File: src/rtl/my_logic_gate_pipe.sv
// Two-stage valid/ready pipeline reducing NUM_INPUTS operands bit-wise (AND/OR/XOR/NAND).
// Counts completed results. Defining MY_LOGIC_GATE_PIPE_PARITY_EN adds a registered parity_out.
module my_logic_gate_pipe #(
  parameter int DATA_WIDTH = 8,
  parameter int NUM_INPUTS = 4
) (
  input  logic                             clock_in,
  input  logic                             reset_in,
  input  logic [NUM_INPUTS*DATA_WIDTH-1:0] operands_in,
  input  logic [1:0]                       op_in,
  input  logic                             valid_in,
  output logic                             ready_out,
  output logic [DATA_WIDTH-1:0]            result_out,
  output logic                             valid_out,
  input  logic                             ready_in,
  input  logic                             count_clear_in,
  output logic [15:0]                      count_out
`ifdef MY_LOGIC_GATE_PIPE_PARITY_EN
  ,
  output logic                             parity_out
`endif
);

  typedef enum logic [1:0] {
    OP_AND  = 2'b00,
    OP_OR   = 2'b01,
    OP_XOR  = 2'b10,
    OP_NAND = 2'b11
  } op_e;

  logic                             s1_valid_q, s1_valid_d;
  logic [NUM_INPUTS*DATA_WIDTH-1:0] s1_operands_q, s1_operands_d;
  op_e                              s1_op_q, s1_op_d;
  logic                             s2_valid_q, s2_valid_d;
  logic [DATA_WIDTH-1:0]            s2_result_q, s2_result_d;
  logic [15:0]                      count_q, count_d;

  logic                             s2_free;
  logic                             accept;
  logic                             advance;
  logic                             out_fire;
  logic [DATA_WIDTH-1:0]            red_and;
  logic [DATA_WIDTH-1:0]            red_or;
  logic [DATA_WIDTH-1:0]            red_xor;
  logic [DATA_WIDTH-1:0]            reduced;

  // ready_out deliberately looks through S2 to ready_in so a full pipe keeps full throughput.
  always_comb begin
    s2_free   = !s2_valid_q || ready_in;
    ready_out = !s1_valid_q || s2_free;
    accept    = valid_in && ready_out;
    advance   = s1_valid_q && s2_free;
    out_fire  = s2_valid_q && ready_in;
  end

  always_comb begin
    red_and = '1;
    red_or  = '0;
    red_xor = '0;
    for (int k = 0; k < NUM_INPUTS; k++) begin
      red_and = red_and & s1_operands_q[k*DATA_WIDTH +: DATA_WIDTH];
      red_or  = red_or  | s1_operands_q[k*DATA_WIDTH +: DATA_WIDTH];
      red_xor = red_xor ^ s1_operands_q[k*DATA_WIDTH +: DATA_WIDTH];
    end
    reduced = red_and;
    case (s1_op_q)
      OP_AND:  reduced = red_and;
      OP_OR:   reduced = red_or;
      OP_XOR:  reduced = red_xor;
      OP_NAND: reduced = ~red_and;
    endcase
  end

  always_comb begin
    s1_valid_d    = s1_valid_q;
    s1_operands_d = s1_operands_q;
    s1_op_d       = s1_op_q;
    s2_valid_d    = s2_valid_q;
    s2_result_d   = s2_result_q;
    count_d       = count_q;

    if (accept) begin
      s1_valid_d    = 1'b1;
      s1_operands_d = operands_in;
      s1_op_d       = op_e'(op_in);
    end else if (advance) begin
      s1_valid_d = 1'b0;
    end

    if (advance) begin
      s2_valid_d  = 1'b1;
      s2_result_d = reduced;
    end else if (out_fire) begin
      s2_valid_d = 1'b0;
    end

    // A clear in the same cycle as a handshake still leaves the counter at zero.
    if (count_clear_in) begin
      count_d = '0;
    end else if (out_fire) begin
      count_d = count_q + 16'd1;
    end
  end

  always_ff @(posedge clock_in) begin
    if (reset_in) begin
      s1_valid_q    <= 1'b0;
      s1_operands_q <= '0;
      s1_op_q       <= OP_AND;
      s2_valid_q    <= 1'b0;
      s2_result_q   <= '0;
      count_q       <= '0;
    end else begin
      s1_valid_q    <= s1_valid_d;
      s1_operands_q <= s1_operands_d;
      s1_op_q       <= s1_op_d;
      s2_valid_q    <= s2_valid_d;
      s2_result_q   <= s2_result_d;
      count_q       <= count_d;
    end
  end

  assign valid_out  = s2_valid_q;
  assign result_out = s2_result_q;
  assign count_out  = count_q;

`ifdef MY_LOGIC_GATE_PIPE_PARITY_EN
  logic parity_q, parity_d;

  always_comb begin
    parity_d = parity_q;
    if (advance) begin
      parity_d = ^reduced;
    end
  end

  always_ff @(posedge clock_in) begin
    if (reset_in) begin
      parity_q <= 1'b0;
    end else begin
      parity_q <= parity_d;
    end
  end

  assign parity_out = parity_q;
`endif

endmodule

File: config.mk
export PLATFORM = sky130hd
export DESIGN_NAME = my_logic_gate_pipe
export DESIGN_NICKNAME = d
export VERILOG_FILES = /design/src/rtl/my_logic_gate_pipe.sv
export SDC_FILE = /design/constraint.sdc
export NUM_CORES = 1
export LEC_CHECK = 0
export CAP_MARGIN = 20
export CORE_ASPECT_RATIO = 0.7
export CORE_MARGIN = 5
export CORE_UTILIZATION = 44
export CTS_CLUSTER_SIZE = 40
export DETAILED_ROUTE_END_ITERATION = 8
export HOLD_SLACK_MARGIN = 0.06
export PLACE_DENSITY = 0.71
export SLEW_MARGIN = 40
export SYNTH_ARGS = -nofsm -noshare
export SYNTH_HDL_FRONTEND = slang
export SYNTH_SLANG_ARGS = --single-unit
File: constraint.sdc
create_clock -name clock_in -period 2.7 [get_ports clock_in]
set_clock_uncertainty 0.1 [all_clocks]
set_input_delay 0.54 -clock clock_in [delete_from_list [all_inputs] [get_ports clock_in]]
set_output_delay 0.54 -clock clock_in [all_outputs]
set_load 0.03 [all_outputs]
# Word-level counts from Yosys, hierarchy flattened
# Index checks and enable logic that the tools add are counted.
dict set report word_totals {
  ff_bits 60
  inputBits 39
  out_inout_bits 26
  wordCells 36
}
dict set report op_classes {
  addsub 1
  n_eq_ne 3
  muxes 5
  bitwise_logic 10
  n_reduce_logical 11
}
# op n
set ops {}
lappend ops {{case mux 8 bit (4 select lines)} 1}
lappend ops {{bitwise AND 8 bit} 3}
lappend ops {{OR 8 bit} 3}
lappend ops {{bitwise XOR 8 bit} 3}
lappend ops {{adder 16 x 1 -> 16 bit (second input constant)} 1}
lappend ops {{inverter 8 bit} 1}
lappend ops {{== test 2 bit (second input constant)} 2}
lappend ops {{two-way mux 1 bit} 4}
lappend ops {{nonzero test 2 bit} 2}
lappend ops {{logical AND 1 bit} 3}
lappend ops {{== test 2 x 1 -> 1 bit (second input constant)} 1}
lappend ops {{zero test 1 bit} 2}
lappend ops {{zero test 2 bit} 1}
lappend ops {{logical OR 1 bit} 2}
lappend ops {{OR reduction 2 bit} 1}

# Logic depth before layout (Yosys ltp)
dict set report depth {
  ltp_word 5
  depth_mapped 6
  ltp_nobuf 6
}

# Least setup slack after synthesis
# OpenSTA, ideal clock, no wires.
dict set report synth_timing {
  path_kind {register to register}
  from {reg s2_valid_q, in the netlist valid_out}
  to {reg s1_op_q[1]}
  setup_time_ns 0.070
  t_arrival_ns 1.739
  required_time_ns 2.530
  setup_slack_ns 0.791
  path_stages_with_launch 6
  path_buffers 1
  synth_period_minus_slack_ns 1.909
  path_cell_list {dfxtp_1 > nand3b_1 > nand2_1 > clkbuf_1 > nand2_1 > a21oi_1}
}
dict set report synth_via {
  elab_chain_len 4
}
# element line
set synth_lines {}
lappend synth_lines {{start, declared} 34} ;# logic s2_valid_q, s2_valid_d;
lappend synth_lines {{start signal, assigned} 117} ;# s2_valid_q <= s2_valid_d;
lappend synth_lines {{zero test 1 bit} 49} ;# s2_free = !s2_valid_q || ready_in;
lappend synth_lines {{logical OR 1 bit} 49}
lappend synth_lines {{logical OR 1 bit} 50} ;# ready_out = !s1_valid_q || s2_free;
lappend synth_lines {{via ready_out} 12} ;# output logic ready_out,
lappend synth_lines {{logical AND 1 bit} 51} ;# accept = valid_in && ready_out;
lappend synth_lines {{end signal, assigned} 116} ;# s1_op_q <= s1_op_d;
lappend synth_lines {{end, declared} 33} ;# op_e s1_op_q, s1_op_d;
# The timed path passes the listed nets, and every way through them passes these cells.
# A chain may end at the register's enable or synchronous reset.

# Worst setup path in the final report
dict set report layout_timing {
  from {in ready_in}
  to {out ready_out}
}
dict set report layout_via {
  elab_chain_len 2
}
# element line
set layout_lines {}
lappend layout_lines {{start, declared} 15} ;# input logic ready_in,
lappend layout_lines {{logical OR 1 bit} 49}
lappend layout_lines {{logical OR 1 bit} 50}
lappend layout_lines {{end, declared} 12}
# No other way between the ends.

==> insert_results.sql <==
INSERT INTO impl_metrics (metric_group, metric, value, unit) VALUES
('yosys', 'synthesis.instances', '363', ''),
('global_routing', 'grt_use_total', '18.0', '%'),
('yosys', 'synth_top_family_by_area', 'simple AND/OR/NAND/NOR gates', ''),
('yosys', 'synth_top_area_share', '41.4', '%'),
('sta', 'final.setup.worst_slack', '0.493', 'ns'),
('sta', 'setup_viol', '0', ''),
('finish', 'final_nets', '481', ''),
('yosys', 'syn_area_per_cell', '8.00', 'um^2'),
('yosys', 'syn-num-nets', '419', ''),
('yosys', 'synthDistinctLibCells', '34', ''),
('status', 'status', 'finished, final reports clean', ''),
('yosys', 'synth_seq_area_share', '41.4', '%'),
('clock_tree', 'cts.path.max_buffers', '2', ''),
('finish', 'insertedDiodeCount', '0', ''),
('yosys', 'synthesis.yosys.warnings', '0', ''),
('global_routing', 'first_pass_grt_wire_length', '12000', 'um'),
('critical_path', 'timing.critical_path.slowest_stage_cell', 'clkdlybuf4s50_1', ''),
('pwr', 'powerDensity', '533', 'nW/um^2'),
('yosys', 'dominantRegCellSynth', 'dfxtp_1', ''),
('routing', 'via_per_inst', '5.17', ''),
('critical_path', 'worstSetupStartpointType', 'primary input', ''),
('routing', 'drc_errors', '0', ''),
('placed_design', 'placed_cell_area', '3600', 'um^2'),
('yosys', 'yosys_register_bits', '60', ''),
('worst_hold_path', 'worst_hold_path_cell_count', '2', ''),
('die', 'fp.dieArea', '8350', 'um^2'),
('yosys', 'synth-edff-count', '0', ''),
('pwr', 'leakagePower', '1.37', 'nW'),
('die', 'die_width', '107', 'um'),
('die', 'io_pins', '65', ''),
('placed_design', 'gpl.final_weighted_congestion', '0.750', ''),
('routing', 'finalWirelength', '7070', 'um'),
('finish', 'drive_gt1_share', '6.28', '%'),
('critical_path', 'worstSetupPathType', 'primary input to output port', ''),
('clock_tree', 'htreeDepth', '3', ''),
('placed_design', 'placement.io_buffers', '64', ''),
('yosys', 'fraction_of_the_mapped_netlist_area_in_compound_gates', '14.6', '%'),
('critical_path', 'worst_stage_delay_on_the_critical_path', '0.52', 'ns'),
('clock_tree', 'cts_root_buf', 'clkbuf_8', ''),
('finish', 'post-route-cell-area', '3790', 'um^2'),
('sta', 'worst_pin_slew', '0.662', 'ns'),
('routing', 'route.vias.total', '2626', ''),
('yosys', 'synth_simple_gate_area_share', '23.4', '%'),
('die', 'floorplan.die.height', '78.0', 'um'),
('worst_hold_path', 'whs_endpoint', 'result_out[7]', ''),
('sta', 'hold_violations', '0', ''),
('sta', 'final.period_utilization', '81.7', '%'),
('pwr', 'power', '2.02', 'mW'),
('routing', 'detail-route-antenna-nets', '0', ''),
('clock_tree', 'post_cts.repair.setup_buffers', '0', ''),
('global_routing', 'grt.overflow.total', '0', ''),
('sta', 'grt_setup_unrepaired', 'no', ''),
('yosys', 'post_synth_fa_ha_maj_area_fraction', '7.33', '%'),
('critical_path', 'path_cells', 'clkdlybuf4s50_1, nand3b_1, buf_4', ''),
('yosys', 'async_reset_ff_share', '0', '%'),
('die', 'coreArea', '6310', 'um^2'),
('yosys', 'netlist_area', '2900', 'um^2'),
('sta', 'timing.hold.ws', '0.355', 'ns'),
('critical_path', 'worst-r2r-setup-slack', '0.88', 'ns'),
('worst_hold_path', 'hp-class', 'flip-flop to flip-flop', ''),
('clock_tree', 'cts_tree', 'yes', ''),
('critical_path', 'worstReg2RegStart', 's1_op_q[1]', ''),
('critical_path', 'r2r-end', 'result_out[4]', ''),
('clock_tree', 'cts-buffers-inserted', '9', ''),
('global_routing', 'first_global_vias', '2602', ''),
('critical_path', 'crit_path_max_fanout', '7', ''),
('finish', 'area_delta_synth_final', '30.6', '%'),
('yosys', 'synth_xor_area_share', '7.84', '%'),
('pwr', 'ir_worst_vdd', '0.000274', 'V'),
('critical_path', 'arrival', '1.57', 'ns'),
('sta', 'fmax', '0.453', 'GHz');
-- worst max path at each step --
stage	endpoint	start	slack, ns	depth (start not counted)
2_1_floorplan	s1_op_q[1]	valid_out	0.79	5
3_3_place_gp	count_out[15]	ready_in	0.31	5
3_5_place_dp	count_out[15]	ready_in	0.29	5
4_1_cts	ready_out	ready_in	0.49	3
5_1_grt	ready_out	ready_in	0.43	3
6_report	ready_out	ready_in	0.49	3
-- per-layer routing --
| layer | track usage, % | vias up | routed length, um |
|---|---|---|---|
| li1 | - | 1363 | - |
| met1 | 22.7 | 1186 | 3250 |
| met2 | 29.1 | 72 | 3280 |
| met3 | 6.63 | 5 | 492 |
| met4 | 4.60 | 0 | 42 |
| met5 | 0 | - | 0 |
-- cells in the mapped netlist, types with 4 or more instances --
cell type and instances:
a21oi_1 43, a31oi_1 8, a32oi_1 8, clkbuf_1 12, dfxtp_1 60, ha_1 17
inv_1 18, nand2_1 86, nand3_1 12, nand4_1 13, nor2_1 18, o21ai_0 4
o31ai_1 9, xnor2_1 19, xor2_1 7
-- layout by cell type, fill, tap and decap left out, types with 2 or more instances in the layout --
cell type and count:
nand2_1 86, clkdlybuf4s50_1 63, dfxtp_1 60, a21oi_1 43
xnor2_1 19, inv_1 18, nor2_1 18, ha_1 17
nand4_1 13, nand3_1 12, clkbuf_8 10, o31ai_1 9
a31oi_1 8, a32oi_1 8, xor2_1 7, buf_4 7
o21ai_0 4, or3_1 3, nand3b_1 2, or2_2 2
and4_1 2, and3_1 2, nor3_1 2, clkinv_2 2
clkbuf_1 2
-- state kept, by name, indices dropped and copies added (netlist names) --
name / cells
result_out: 8
count_out: 16
s1_valid_q: 1
s1_op_q: 2
s1_operands_q: 32
valid_out: 1
-- area by class of cell --
type	count	share of cell area, %
multi-input combinational	265	40.7
tap	78	2.57
sequential	60	31.7
clock buffer	12	3.83
clock inverter	4	1.29
inverter	19	1.88
timing repair buffer	70	18.0
-- report_power, final --
group / internal (mW) / switching [mW]
combinational: 0.140 / 0.132
sequential: 0.921 / 0.0413
clock: 0.450 / 0.336
-- worst max-delay path: cells and delay by family --
kind                   cells  cell delay, ns
buffers and inverters      2            0.74
and+or+nand+nor            1            0.29
-- stage by stage --
| stage | utilization [%] | instances |
|---|---|---|
| after floorplan | - | 363 |
| after global placement | 57.0 | 492 |
| after detailed placement | 57.0 | 492 |
| after CTS | 60.1 | 508 |
| after global routing | 60.1 | 508 |
| final | 60.1 | 508 |
-- kinds of logic after synthesis --
kind of cell	count (synthesis)
buffers and inverters	38
DFF	60
xor gates and xnor gates	26
and+or+nand+nor	150
AOI/OAI and AO/OA	72
adders and majority gates	17
No activity file was read; power rests on OpenSTA's default activity.
